[src/rtl/sass_r.sv]
// sass_r: SASS serial-line receiver; recovers start/data/delimiter frames from s.
// Ports: clk, rst (async, active-high), s (async serial in, idle high),
//        data (last good word), valid (1-cycle strobe), frame_err (1-cycle strobe),
//        busy (receiver not idle).
module sass_r #(
  parameter int data_l = 8,
  parameter int clk_f  = 50_000_000,
  parameter int range  = 1_000_000,
  parameter int t      = 300
) (
  input  logic              clk,
  input  logic              rst,
  input  logic              s,
  output logic [data_l-1:0] data,
  output logic              valid,
  output logic              frame_err,
  output logic              busy
);
  // 64-bit math: clk_f*t overflows 32 bits at default settings
  localparam longint TDL = longint'(clk_f) * longint'(t) / longint'(range);
  localparam int TD = int'(TDL);
  localparam int CW = $clog2(TD + 1);
  localparam int BW = $clog2(data_l + 1);
  localparam logic [CW-1:0] TD_C   = CW'(TD);
  localparam logic [CW-1:0] HALF_C = CW'(TD / 2);
  localparam logic [BW-1:0] LAST_C = BW'(data_l - 1);
  localparam logic [2:0] IDLE = 3'd0, START = 3'd1, DATA = 3'd2, DELIM = 3'd3, WAIT_IDLE = 3'd4;
  logic [2:0]        state_q, state_d;
  logic [CW-1:0]     cnt_q, cnt_d;
  logic [BW-1:0]     bitc_q, bitc_d;
  logic [data_l-1:0] shift_q, shift_d, data_q, data_d;
  logic              valid_q, valid_d, err_q, err_d;
  logic              s_meta_q, s_sync_q, s_prev_q;
  always_comb begin
    state_d = state_q;
    cnt_d   = cnt_q;
    bitc_d  = bitc_q;
    shift_d = shift_q;
    data_d  = data_q;
    valid_d = 1'b0;
    err_d   = 1'b0;
    case (state_q)
      IDLE: if (s_prev_q && !s_sync_q) begin
        state_d = START;
        cnt_d   = '0;
      end
      START: begin
        cnt_d = cnt_q + 1'b1;
        // mid-start-bit check rejects short glitches
        if (cnt_q == HALF_C) begin
          cnt_d   = '0;
          bitc_d  = '0;
          state_d = s_sync_q ? IDLE : DATA;
        end
      end
      DATA: begin
        cnt_d = cnt_q + 1'b1;
        if (cnt_q == TD_C) begin
          cnt_d   = '0;
          bitc_d  = bitc_q + 1'b1;
          shift_d = {s_sync_q, shift_q[data_l-1:1]};
          state_d = (bitc_q == LAST_C) ? DELIM : DATA;
        end
      end
      DELIM: begin
        cnt_d = cnt_q + 1'b1;
        if (cnt_q == TD_C) begin
          cnt_d   = '0;
          state_d = WAIT_IDLE;
          valid_d = !s_sync_q;
          err_d   = s_sync_q;
          data_d  = s_sync_q ? data_q : shift_q;
        end
      end
      WAIT_IDLE: state_d = s_sync_q ? IDLE : WAIT_IDLE;
      default: state_d = IDLE;
    endcase
  end
  always_ff @(posedge clk or posedge rst) begin
    if (rst) begin
      state_q  <= IDLE;
      cnt_q    <= '0;
      bitc_q   <= '0;
      shift_q  <= '0;
      data_q   <= '0;
      valid_q  <= 1'b0;
      err_q    <= 1'b0;
      s_meta_q <= 1'b1;
      s_sync_q <= 1'b1;
      s_prev_q <= 1'b1;
    end else begin
      state_q  <= state_d;
      cnt_q    <= cnt_d;
      bitc_q   <= bitc_d;
      shift_q  <= shift_d;
      data_q   <= data_d;
      valid_q  <= valid_d;
      err_q    <= err_d;
      s_meta_q <= s;
      s_sync_q <= s_meta_q;
      s_prev_q <= s_sync_q;
    end
  end
  assign data      = data_q;
  assign valid     = valid_q;
  assign frame_err = err_q;
  assign busy      = state_q != IDLE;
endmodule

[config.mk]
export PLATFORM = sky130hd
export DESIGN_NAME = sass_r
export DESIGN_NICKNAME = d
export VERILOG_FILES = /design/src/rtl/sass_r.sv
export SDC_FILE = /design/constraint.sdc
export NUM_CORES = 1
export LEC_CHECK = 0
export CAP_MARGIN = 30
export CORE_UTILIZATION = 55
export DETAILED_ROUTE_END_ITERATION = 8
export GPL_TIMING_DRIVEN = 0
export HOLD_SLACK_MARGIN = 0.03
export PLACE_DENSITY = 0.75
export SLEW_MARGIN = 20
export SYNTH_ARGS = -nofsm -noshare
export SYNTH_HDL_FRONTEND = slang
export SYNTH_SLANG_ARGS = --single-unit
export TNS_END_PERCENT = 100
[constraint.sdc]
create_clock -name clk -period 2.3 [get_ports clk]
set_input_delay 0.575 -clock clk [delete_from_list [all_inputs] [get_ports clk]]
set_output_delay 0.575 -clock clk [all_outputs]
set_load 0.01 [all_outputs]
==> Word-level counts from Yosys, hierarchy flattened <==
Cells that the tools add are included.
{ "word_totals": {"ff_bits": 42, "input_bits": 3, "output_inout_bits": 11, "elab_cells": 55} }
{ "op_classes": {"addsub": 2, "eq_ne": 11, "n_mux": 19, "bitwise": 1, "n_reduce_logical": 12} }
{ "ops": {"columns": ["op", "count"], "rows": [
  ["14-bit two-way mux", 3],
  ["14-bit case mux with 3 select lines", 1],
  ["3-bit two-way mux", 5],
  ["3-bit case mux with 5 select lines", 1],
  ["14-bit by 1-bit adder with 14-bit output (second input constant)", 1],
  ["14-bit by 13-bit == test with 1-bit output (second input constant)", 1],
  ["14-bit == test (second input constant)", 1],
  ["4-bit two-way mux", 2],
  ["2-bit != test (second input constant)", 4],
  ["4-bit case mux with 2 select lines", 1],
  ["3-bit by 2-bit == test with 1-bit output (second input constant)", 2],
  ["3-bit AND reduction", 2],
  ["3-bit nonzero test", 2],
  ["1-bit two-way mux", 5],
  ["4-bit by 1-bit adder with 4-bit output (second input constant)", 1],
  ["4-bit by 3-bit == test with 1-bit output (second input constant)", 1],
  ["2-bit AND reduction", 2],
  ["4-bit AND reduction", 1],
  ["3-bit by 1-bit == test with 1-bit output (second input constant)", 1],
  ["3-bit == test (second input constant)", 1],
  ["3-bit logical NOT", 1],
  ["2-bit two-way mux", 1],
  ["2-bit nonzero test", 1],
  ["2-bit OR reduction", 1],
  ["3 further kinds", 3]
]} }

==> Depth between registers and ports, before layout <==
Gate-level depths: netlist of the first run.
{ "depth": {"depth_word": 4, "ltp_mapped": 8, "ltp_nobuf": 7} }

==> Least setup slack after synthesis of the first run <==
No wires, ideal clock.
{ "synth_path": {"path_type": "register to register", "startpoint": "register cnt_q[0]", "endpoint": "register data_q[0] (netlist: data[0])", "setup_ns": 0.125, "t_arrival_ns": 1.650, "required_time_ns": 2.175, "setup_slack_ns": 0.525, "stages_incl_launch_ff": 8, "n_path_buf": 1, "period_less_slack_ns": 1.775, "path_cell_list": "dfrtp_1 > inv_1 > ha_1 > and4b_1 > and3_1 > and4b_1 > buf_4 > mux2_4"} }
{ "synth_via": {"elab_chain_cells": 2} }
{ "synth_rtl": {"columns": ["item", "line", "source"], "rows": [
  ["start: declaration", "29", "logic [CW-1:0] cnt_q, cnt_d;"],
  ["start signal: assignment", "93", "cnt_q <= cnt_d;"],
  ["14-bit == test", "67", "if (cnt_q == TD_C) begin"],
  ["3-bit AND reduction (no source line)", null, null],
  ["end signal: assignment", "96", "data_q <= data_d;"],
  ["end: declaration", "31", "logic [data_l-1:0] shift_q, shift_d, data_q, data_d;"]
]} }
No other way between the ends.
A chain may end at the register's enable or synchronous reset.

==> Final worst setup path of the first run <==
{ "layout_path": {"startpoint": "register state_q[2]", "endpoint": "output port busy"} }
{ "layout_via": {"elab_chain_cells": 1} }
{ "layout_rtl": {"columns": ["item", "line", "source"], "rows": [
  ["start: declaration", "28", "logic [2:0] state_q, state_d;"],
  ["start signal: assignment", "92", "state_q <= state_d;"],
  ["3-bit nonzero test", "107", "assign busy = state_q != IDLE;"],
  ["end: declaration", "17", "output logic busy"]
]} }
No other way between the ends.

==> metrics.yaml, run 1 <==
outcome: "finished clean"
holdPathEnd: "s_sync_q"
hold_path_class: "reg2reg"
wl_per_cell_um: 16.1
netlist_area_mm2: 0.00211
netlist_top_cells_area: "dfrtp_1 (46%), mux2_4 (11%), dfstp_2 (3.7%)"
synth_flop_cell: "dfrtp_1"
slowest_delay_ps: 490
setup_violations: 0
post-synth-top-count-cell: "dfrtp_1"
overflow: 0
cts_sinks: 42
vias: 1498
synth_xor_area_share_pct: 0.831
hold_viol: 0
reg2reg_setup_slack_ps: 340
synth.top_cells.by_count: "dfrtp_1 (39), mux2_4 (15), nand2_1 (12), o21ai_0 (12), a21oi_1 (10)"
swShare_pct: 35.1
postCtsResizedCells: 0
placedCellCount: 243
fin_cells: 251
clockBufferDepth: 2
drtIter0Drc: 74
port_buffers: 13
ios: 14
multi_input_comb_area_um2: 993
r2r_end: "data[6]"
finalMaxSlewViolations: 0
grt_pass1_wl_um: 7040
antenna_found_initial: 0
fp.dieW_um: 63.9
grtUsageTotal_pct: 23.2
seqPwrFrac_pct: 41.1
rsz0062_at_grt: "no"
max_freq_mhz: 450
fin_hold_ws_ps: 360
hold_buffers: 0
seq_area_frac_synth_pct: 50.0
cap_viol_max_count: 0
fill_cells: 267
std_cell_rows: 22
syn2layout_area_growth_pct: 15.4
htreeDepth: 2
wl_met1_um: 1740
crit_start: "state_q[2]"
p_int_mw: 1.44
synth-adder-area-share_pct: 1.78
place_hpwl_um: 2930
syn_avg_cell_area_um2: 11.6
nets: 208
synth_top_family_by_area: "simple AND/OR/NAND/NOR gates"
comb_power_share_pct: 33.4
finalPower_mw: 2.21
vias_per_cell: 5.97
critPathRequiredTime_ps: 1730
post-route-util_pct: 66.4
synth_mux_area_share_pct: 12.1
drc: 0
slew_headroom_pct: 49.4
yosysUniqueCellTypes: 45
dieArea_mm2: 0.00409
post-synth-top-area-cell: "dfrtp_1"
drive_gt1_share_pct: 20.2
ff2ff_path_depth: 7
power_per_cell_area_mw_per_mm2: 910
cts_setup_buffers: 0
skew_ps: 7.90
gp_congestion: 0.885
finalCriticalPeriod_ps: 2220
synthCells: 181
seqCellArea_mm2: 0.00105
core-area_mm2: 0.00366
synth-compound-area-share_pct: 14.1
finalCritPeriodShare_pct: 96.7
top_layer: "met4"
design_area_mm2: 0.00243
p_leak_nw: 1.16
wl_met2_um: 2020
switchingPower_mw: 0.778
critPathLaunchType: "flip-flop"
synth-async-reset-ratio_pct: 100
tightestPinTransition_ps: 758
cts.clk_slew.worst_paths_ps: 80
critPathCaptureType: "output port"
synth-simple-area-share_pct: 18.3
cpMaxStageDelayCell: "clkdlybuf4s50_1"
p_clk_share_pct: 25.5
grt_start_max_net_pins: 25
hp-start: "s_meta_q"
synth_nets: 187
crit_path_cell_trace: "or3_1 -> clkdlybuf4s50_1"
drt_pre_antenna_iters: 4
yosysTopAreaCellShare_pct: 46.3
r2r_start: "cnt_q[0]"
ys_ff_latch: 42
cts_buffers: 5
cp.arrival_ps: 1650
wl_met3_um: 180
postRouteAntennaNets: 0
post_dp_cell_area_mm2: 0.00233
path_class: "reg2out"
cp_max_fo: 7
wirelength_um: 4040
grt_pass1_vias: 1463
antenna_cells: 0
synth_edf_count: 0
hold_depth: 0
cts_tree: "yes"
initial_core_util_pct: 57.6
yosysWarnings: 0
clkLatencyLatePin_ps: 300
ir_worst_vdd_mv: 0.529
die_h_um: 63.9
root_buffer: "clkbuf_8"
## layout make-up
cell class / instances / area share (%)
clock inverters: 1 / 1.23
multi-input cells: 128 / 40.8
flip-flops and latches: 42 / 43.4
clock buffers: 7 / 3.14
well taps: 48 / 2.47
plain buffers: 3 / 1.23
repair buffers: 14 / 6.48
inverters: 8 / 1.23
## cells by family after synthesis
family,count (synthesis)
adders and majority gates,3
and+or+nand+nor,62
AOI/OAI and AO/OA,43
DFF,42
buffers and inverters,11
muxes,18
xor gates and xnor gates,2
## metal layers
metal  track usage, %  vias up
met1             28.3      744
met3             5.18       10
met4             12.2        0
met2             38.2       39
li1                 -      705
met5                0        -
## power by group through the flow
| stage | clock [mW] | sequential, mW | combinational, mW |
|---|---|---|---|
| after floorplan | 0 | 0.898 | 0.572 |
| after global placement | 0 | 0.915 | 0.705 |
| after detailed placement | 0 | 0.922 | 0.736 |
| after CTS | 0.578 | 0.909 | 0.739 |
| after global routing | 0.609 | 0.925 | 0.812 |
| final | 0.566 | 0.910 | 0.739 |
## flip-flops by register name, summed over array words and instances (netlist names)
signal and cells:
cnt_q 14, s_sync_q 1, s_meta_q 1, data 8, shift_q 8, bitc_q 4, frame_err 1, valid 1
s_prev_q 1, state_q 3
## worst max path at each step
stage / slack (ps) / cells past startpoint / to
2_1_floorplan: 520 / 7 / data[0]
5_1_grt: 20 / 2 / busy
3_5_place_dp: 350 / 7 / data[6]
4_1_cts: 70 / 2 / busy
6_report: 80 / 2 / busy
3_3_place_gp: -30 / 2 / bitc_q[3]
## layout by cell type, fill, tap and decap left out, types with 4 or more instances in the layout
| cell | count |
|---|---|
| dfrtp_1 | 39 |
| a21o_1 | 5 |
| a21oi_1 | 10 |
| mux2_4 | 15 |
| clkdlybuf4s50_1 | 13 |
| nand2b_1 | 5 |
| a31oi_1 | 4 |
| and3_1 | 4 |
| nor3_1 | 6 |
| nand2_1 | 12 |
| o21ai_0 | 12 |
| nor2_1 | 8 |
| nand3_1 | 5 |
| clkbuf_8 | 5 |
| inv_1 | 7 |
## per-stage QoR
stage,TNS (ps),worst slack (ps)
final,0,76.3
after global routing,0,15.2
after CTS,0,69.7
after detailed placement,0,348
after global placement,-1140,-30.4
after floorplan,0,525
## worst max-delay path: cells and delay by family, from the launching register on
kind	cells	cell delay, ps
DFF	1	440
buffers and inverters	1	490
and+or+nand+nor	1	420
Power figures use the tool's default switching activity.
==> run 2, diff against run 1 <==
--- a/config.mk
+++ b/config.mk
@@ -6,11 +6,12 @@
 export NUM_CORES = 1
 export LEC_CHECK = 0
 export CAP_MARGIN = 30
-export CORE_UTILIZATION = 55
+export CORE_MARGIN = 4
+export CORE_UTILIZATION = 52
 export DETAILED_ROUTE_END_ITERATION = 8
 export GPL_TIMING_DRIVEN = 0
 export HOLD_SLACK_MARGIN = 0.03
-export PLACE_DENSITY = 0.75
+export PLACE_DENSITY = 0.74
 export SLEW_MARGIN = 20
 export SYNTH_ARGS = -nofsm -noshare
 export SYNTH_HDL_FRONTEND = slang
==> constraint.sdc (replaced) <==
create_clock -name clk -period 1.8 [get_ports clk]
set_input_delay 0.45 -clock clk [delete_from_list [all_inputs] [get_ports clk]]
set_output_delay 0.45 -clock clk [all_outputs]
set_load 0.01 [all_outputs]
==> run 2 against run 1 <==
The run now ends with negative setup slack left. Sequential share of layout area fell by 4.1 points. Wire length rose by 15%. Register-to-register slack got worse by 440 ps. Via count rose by 6.3%. Critical path depth rose by 5. Clock skew fell by 0.78 ps. Sequential power rose by 27%. Cell count rose by 7.6%. Critical endpoint is now data[5]. Highest routed layer unchanged.
==> metrics.yaml, run 2 (synthesized netlist as in run 1, its figures left out) <==
ios: 14
layout_common_cells: "dfrtp_1 (37), mux2_4 (15), clkdlybuf4s50_1 (12)"
pre_cts_slack_ps: -165
port_buffers: 13
worst_slack_ps: -102
p_leak_nw: 1.27
syn2layout_area_growth_pct: 27.8
placedCellCount: 243
violations: "negative setup slack"
clkLatencyLatePin_ps: 300
outcome: "finished with violations"
gp_congestion: 0.834
cap_viol_max_count: 0
vias: 1592
holdPathEnd: "s_sync_q"
max_freq_mhz: 526
drive_gt1_share_pct: 38.3
fp.dieW_um: 71.7
path_class: "reg2reg"
tightestPinTransition_ps: 563
finalCritPeriodShare_pct: 106
hp-start: "s_meta_q"
fill_cells: 267
drc: 0
finalMaxSlewViolations: 0
grt_pass1_vias: 1687
fin_hold_ws_ps: 359
power_per_cell_area_mw_per_mm2: 1330
antenna_cells: 0
nets: 227
hold_depth: 0
cp.arrival_ps: 2090
cts.clk_slew.worst_paths_ps: 80
root_buffer: "clkbuf_8"
ir_worst_vdd_mv: 1.03
fin_cells: 270
htreeDepth: 2
grtUsageTotal_pct: 19.8
clockBufferDepth: 2
setup_violations: 19
finalCriticalPeriod_ps: 1900
die_h_um: 71.7
skew_ps: 7.12
grt_start_max_net_pins: 33
critPathLaunchType: "flip-flop"
largest_register_ffs: 14
postRouteAntennaNets: 0
rsz0062_at_grt: "yes"
wirelength_um: 4660
hold_viol: 0
reg2reg_setup_slack_ps: -100
initial_core_util_pct: 55.5
cts_sinks: 42
cts_buffers: 5
finalPower_mw: 3.59
design_area_mm2: 0.00269
grt_pass1_wl_um: 8130
dieArea_mm2: 0.00514
wl_per_cell_um: 17.3
r2r_end: "data[5]"
critPathRequiredTime_ps: 1990
cts_tree: "yes"
drtIter0Drc: 91
seqCellArea_mm2: 0.00106
hold_path_class: "reg2reg"
regMostFlops: "cnt_q"
antenna_found_initial: 0
final_common_cell: "dfrtp_1"
r2r_start: "cnt_q[1]"
drt_pre_antenna_iters: 4
critPathCaptureType: "flip-flop"
post_dp_cell_area_mm2: 0.00232
core-area_mm2: 0.00380
cp_max_fo: 8
std_cell_rows: 22
place_hpwl_um: 2950
multi_input_comb_area_mm2: 0.00110
vias_per_cell: 5.90
overflow: 0
hold_buffers: 0
slew_headroom_pct: 62.5
ff2ff_path_depth: 7
==> run 2: where the power goes <==
| part | internal [mW] | switching [mW] |
|---|---|---|
| clock network | 0.308 | 0.331 |
| registers | 1.05 | 0.107 |
| logic | 0.898 | 0.894 |
| total | 2.26 | 1.33 |
==> run 2: worst max path at each step <==
| stage | from | slack, ps | cells after the start | end |
|---|---|---|---|---|
| CTS | cnt_q[1] | -50 | 7 | data[5] |
| detailed placement | cnt_q[0] | -170 | 8 | cnt_q[2] |
| floorplan | cnt_q[0] | 20 | 7 | data[0] |
| global placement | rst | -400 | 2 | shift_q[0] |
| finish | cnt_q[1] | -100 | 7 | data[5] |
| global route | cnt_q[0] | -180 | 7 | data[1] |
==> run 2: area by class of cell <==
type	count	area share, %
multi-input cells	128	40.7
repair buffers	33	11.8
clock inverters	2	0.464
plain buffers	3	1.39
inverters	8	1.11
clock buffers	6	3.07
well taps	48	2.23
flip-flops and latches	42	39.2
==> run 2: worst max-delay path, stage by stage (launching register included) <==
cell,delay [ps]
dfrtp_1,400
inv_2,80
ha_4,120
and4b_2,290
and3_4,190
and4b_1,220
buf_6,170
mux2_4,310
==> run 2: stage by stage <==
stage / TNS (ps) / util, %
6_report: -1420 / 70.9
5_1_grt: -3520 / 70.9
4_1_cts: -765 / 67.4
3_5_place_dp: -2720 / 61.0
3_3_place_gp: -17430 / 60.5
2_1_floorplan: 0 / -
==> run 2: repair_timing <==
action | CTS | global route
pin swaps | 6 | 14
setup endpoints to repair | 31 | 35
buffers inserted | 15 | 3
gates cloned | 1 | 0
resized for setup | 12 | 34
==> run 2: routing by layer <==
layer | vias to the layer above | track usage (%) | wire (um)
met5 | - | 0 | 0
met4 | 0 | 6.47 | 63
met3 | 9 | 4.49 | 140
met2 | 34 | 31.2 | 2290
met1 | 811 | 27.1 | 2170
li1 | 738 | - | -
==> run 3, diff against run 2 <==
==> constraint.sdc (replaced) <==
create_clock -name clk -period 1.6 [get_ports clk]
set_input_delay 0.4 -clock clk [delete_from_list [all_inputs] [get_ports clk]]
set_output_delay 0.4 -clock clk [all_outputs]
set_load 0.01 [all_outputs]
==> run 3 against run 2 <==
Combinational power shrank 10%. Critical path type unchanged. Die area is the same. Clock power grew 28%. Sequential share of layout area grew 1.2 points. Sequential power grew 12%. Largest cell class unchanged. Design area shrank 3.0%. Highest routed layer unchanged. Wire length shrank 8.5%. The flow still finishes with violations (negative setup slack). Utilization shrank 2.1 points. Power grew 4.0%. Clock-buffer cell count is the same.
==> metrics.yaml, run 3 (synthesized netlist as in run 1, its figures left out) <==
outcome: "finished with violations"
violations: "negative setup slack"
cts_tree: "yes"
nets: 219
cpMaxStageDelayCell: "dfrtp_1"
antenna_found_initial: 0
drc: 0
power_per_cell_area_mw_per_mm2: 1430
hp-start: "s_meta_q"
root_buffer: "clkbuf_8"
crit_start: "cnt_q[0]"
critPathCaptureType: "flip-flop"
grt_pass1_wl_um: 7390
core-area_mm2: 0.00380
port_buffers: 13
setup_violations: 35
std_cell_rows: 22
wirelength_um: 4270
final_common_cell: "dfrtp_1"
p_int_mw: 2.39
comb_power_share_pct: 43.1
crit_path_cell_trace: "inv_2 -> ha_4 -> and4b_2 -> and4_4 -> o21a_4 -> buf_8 -> o21ai_1 -> a21o_1"
finalCriticalPeriod_ps: 1860
worst_slack_ps: -261
drive_gt1_share_pct: 33.6
design_area_mm2: 0.00261
r2r_start: "cnt_q[0]"
path_class: "reg2reg"
seqPwrFrac_pct: 34.9
path_delay_family: "simple AND/OR/NAND/NOR gates"
critPathBufInv: 2
cap_viol_max_count: 0
rsz0062_at_grt: "yes"
hold_viol: 0
ios: 14
postRouteAntennaNets: 0
grt_use_met2_pct: 29.5
hold_path_class: "reg2reg"
clkLatencyLatePin_ps: 300
regMostFlops: "cnt_q"
dieArea_mm2: 0.00514
tightestPinTransition_ps: 497
place_hpwl_um: 2830
die_h_um: 71.7
layout_common_cells: "dfrtp_1 (38), mux2_4 (15), nand2_1 (12)"
cp_max_fo: 8
overflow: 0
drt_pre_antenna_iters: 4
fp.dieW_um: 71.7
initial_core_util_pct: 55.5
fin_cells: 262
fin_hold_ws_ps: 361
htreeDepth: 2
drtIter0Drc: 130
ir_worst_vdd_mv: 0.948
grt_start_max_net_pins: 30
wl_per_cell_um: 16.3
swShare_pct: 36.0
grtUsageMet3_pct: 5.61
critPathLaunchType: "flip-flop"
vias_per_cell: 5.79
p_clk_share_pct: 22.0
post_dp_cell_area_mm2: 0.00232
cts.clk_slew.worst_paths_ps: 80
skew_ps: 8.61
cp.arrival_ps: 2040
slew_headroom_pct: 66.9
max_freq_mhz: 537
slowest_delay_ps: 400
use_met1_pct: 23.1
switchingPower_mw: 1.34
cts_buffers: 5
antenna_cells: 0
grt.busiest_layer: "met2"
clockBufferDepth: 2
grt_pass1_vias: 1596
finalCritPeriodShare_pct: 116
syn2layout_area_growth_pct: 24.0
critPathRequiredTime_ps: 1780
placedCellCount: 243
largest_register_ffs: 14
cts_sinks: 42
pre_cts_slack_ps: -280
grtUsageTotal_pct: 18.5
finalMaxSlewViolations: 0
gp_congestion: 0.918
vias: 1517
p_leak_nw: 1.31
[run 3: path summary, 6_finish.rpt]
kind | slack (ps) | end | cells after the start
worst max-delay path | -260 | cnt_q[2] | 8
worst min-delay path | 360 | s_sync_q | 0
worst max register to register | -260 | cnt_q[2] | 8
worst min register to register | 360 | s_sync_q | 0
max in group asynchronous | 720 | s_prev_q | 3
min in group asynchronous | 370 | shift_q[6] | 2
[run 3: metrics by stage]
| step | utilization [%] | total power [mW] | TNS (ps) |
|---|---|---|---|
| after floorplan | - | 2.11 | -1960 |
| after global placement | 60.6 | 2.34 | -28250 |
| after detailed placement | 61.1 | 2.38 | -7050 |
| after CTS | 66.0 | 3.41 | -6390 |
| after global routing | 68.8 | 3.95 | -8720 |
| final | 68.8 | 3.73 | -6080 |
[run 3: repair_timing]
action	CTS	global route
pin swaps	10	4
resized for setup	26	17
buffers inserted	5	6
hold buffers	0	0
setup endpoints to repair	44	39
hold endpoints to repair	0	0
[run 3: area by class of cell]
cell class	instances	area, um2
buffer	3	37.5
clock buffer	6	72.6
clock inverter	2	37.5
fill	272	1180
inverter	8	30.0
multi-input combinational	128	1080
sequential	42	1060
tap	48	60.1
timing repair buffer	25	236
[run 3: power groups by stage]
stage / clock (mW) / combinational [mW] / sequential, mW
after global placement: 0 / 1.02 / 1.32
after CTS: 0.847 / 1.26 / 1.30
final: 0.821 / 1.61 / 1.30
after detailed placement: 0 / 1.05 / 1.33
after global routing: 0.889 / 1.74 / 1.32
after floorplan: 0 / 0.822 / 1.29
[run 3: worst reg2reg max path, stage by stage (launching register included)]
cell,delay (ps)
dfrtp_1,400
inv_2,90
ha_4,110
and4b_2,280
and4_4,270
o21a_4,190
buf_8,150
o21ai_1,60
a21o_1,200
[run 3: routing by layer]
layer,vias to the layer above,share of wire (%)
met5,-,0
met4,0,1.9
met3,8,3.7
met2,28,48
met1,763,47
li1,718,-
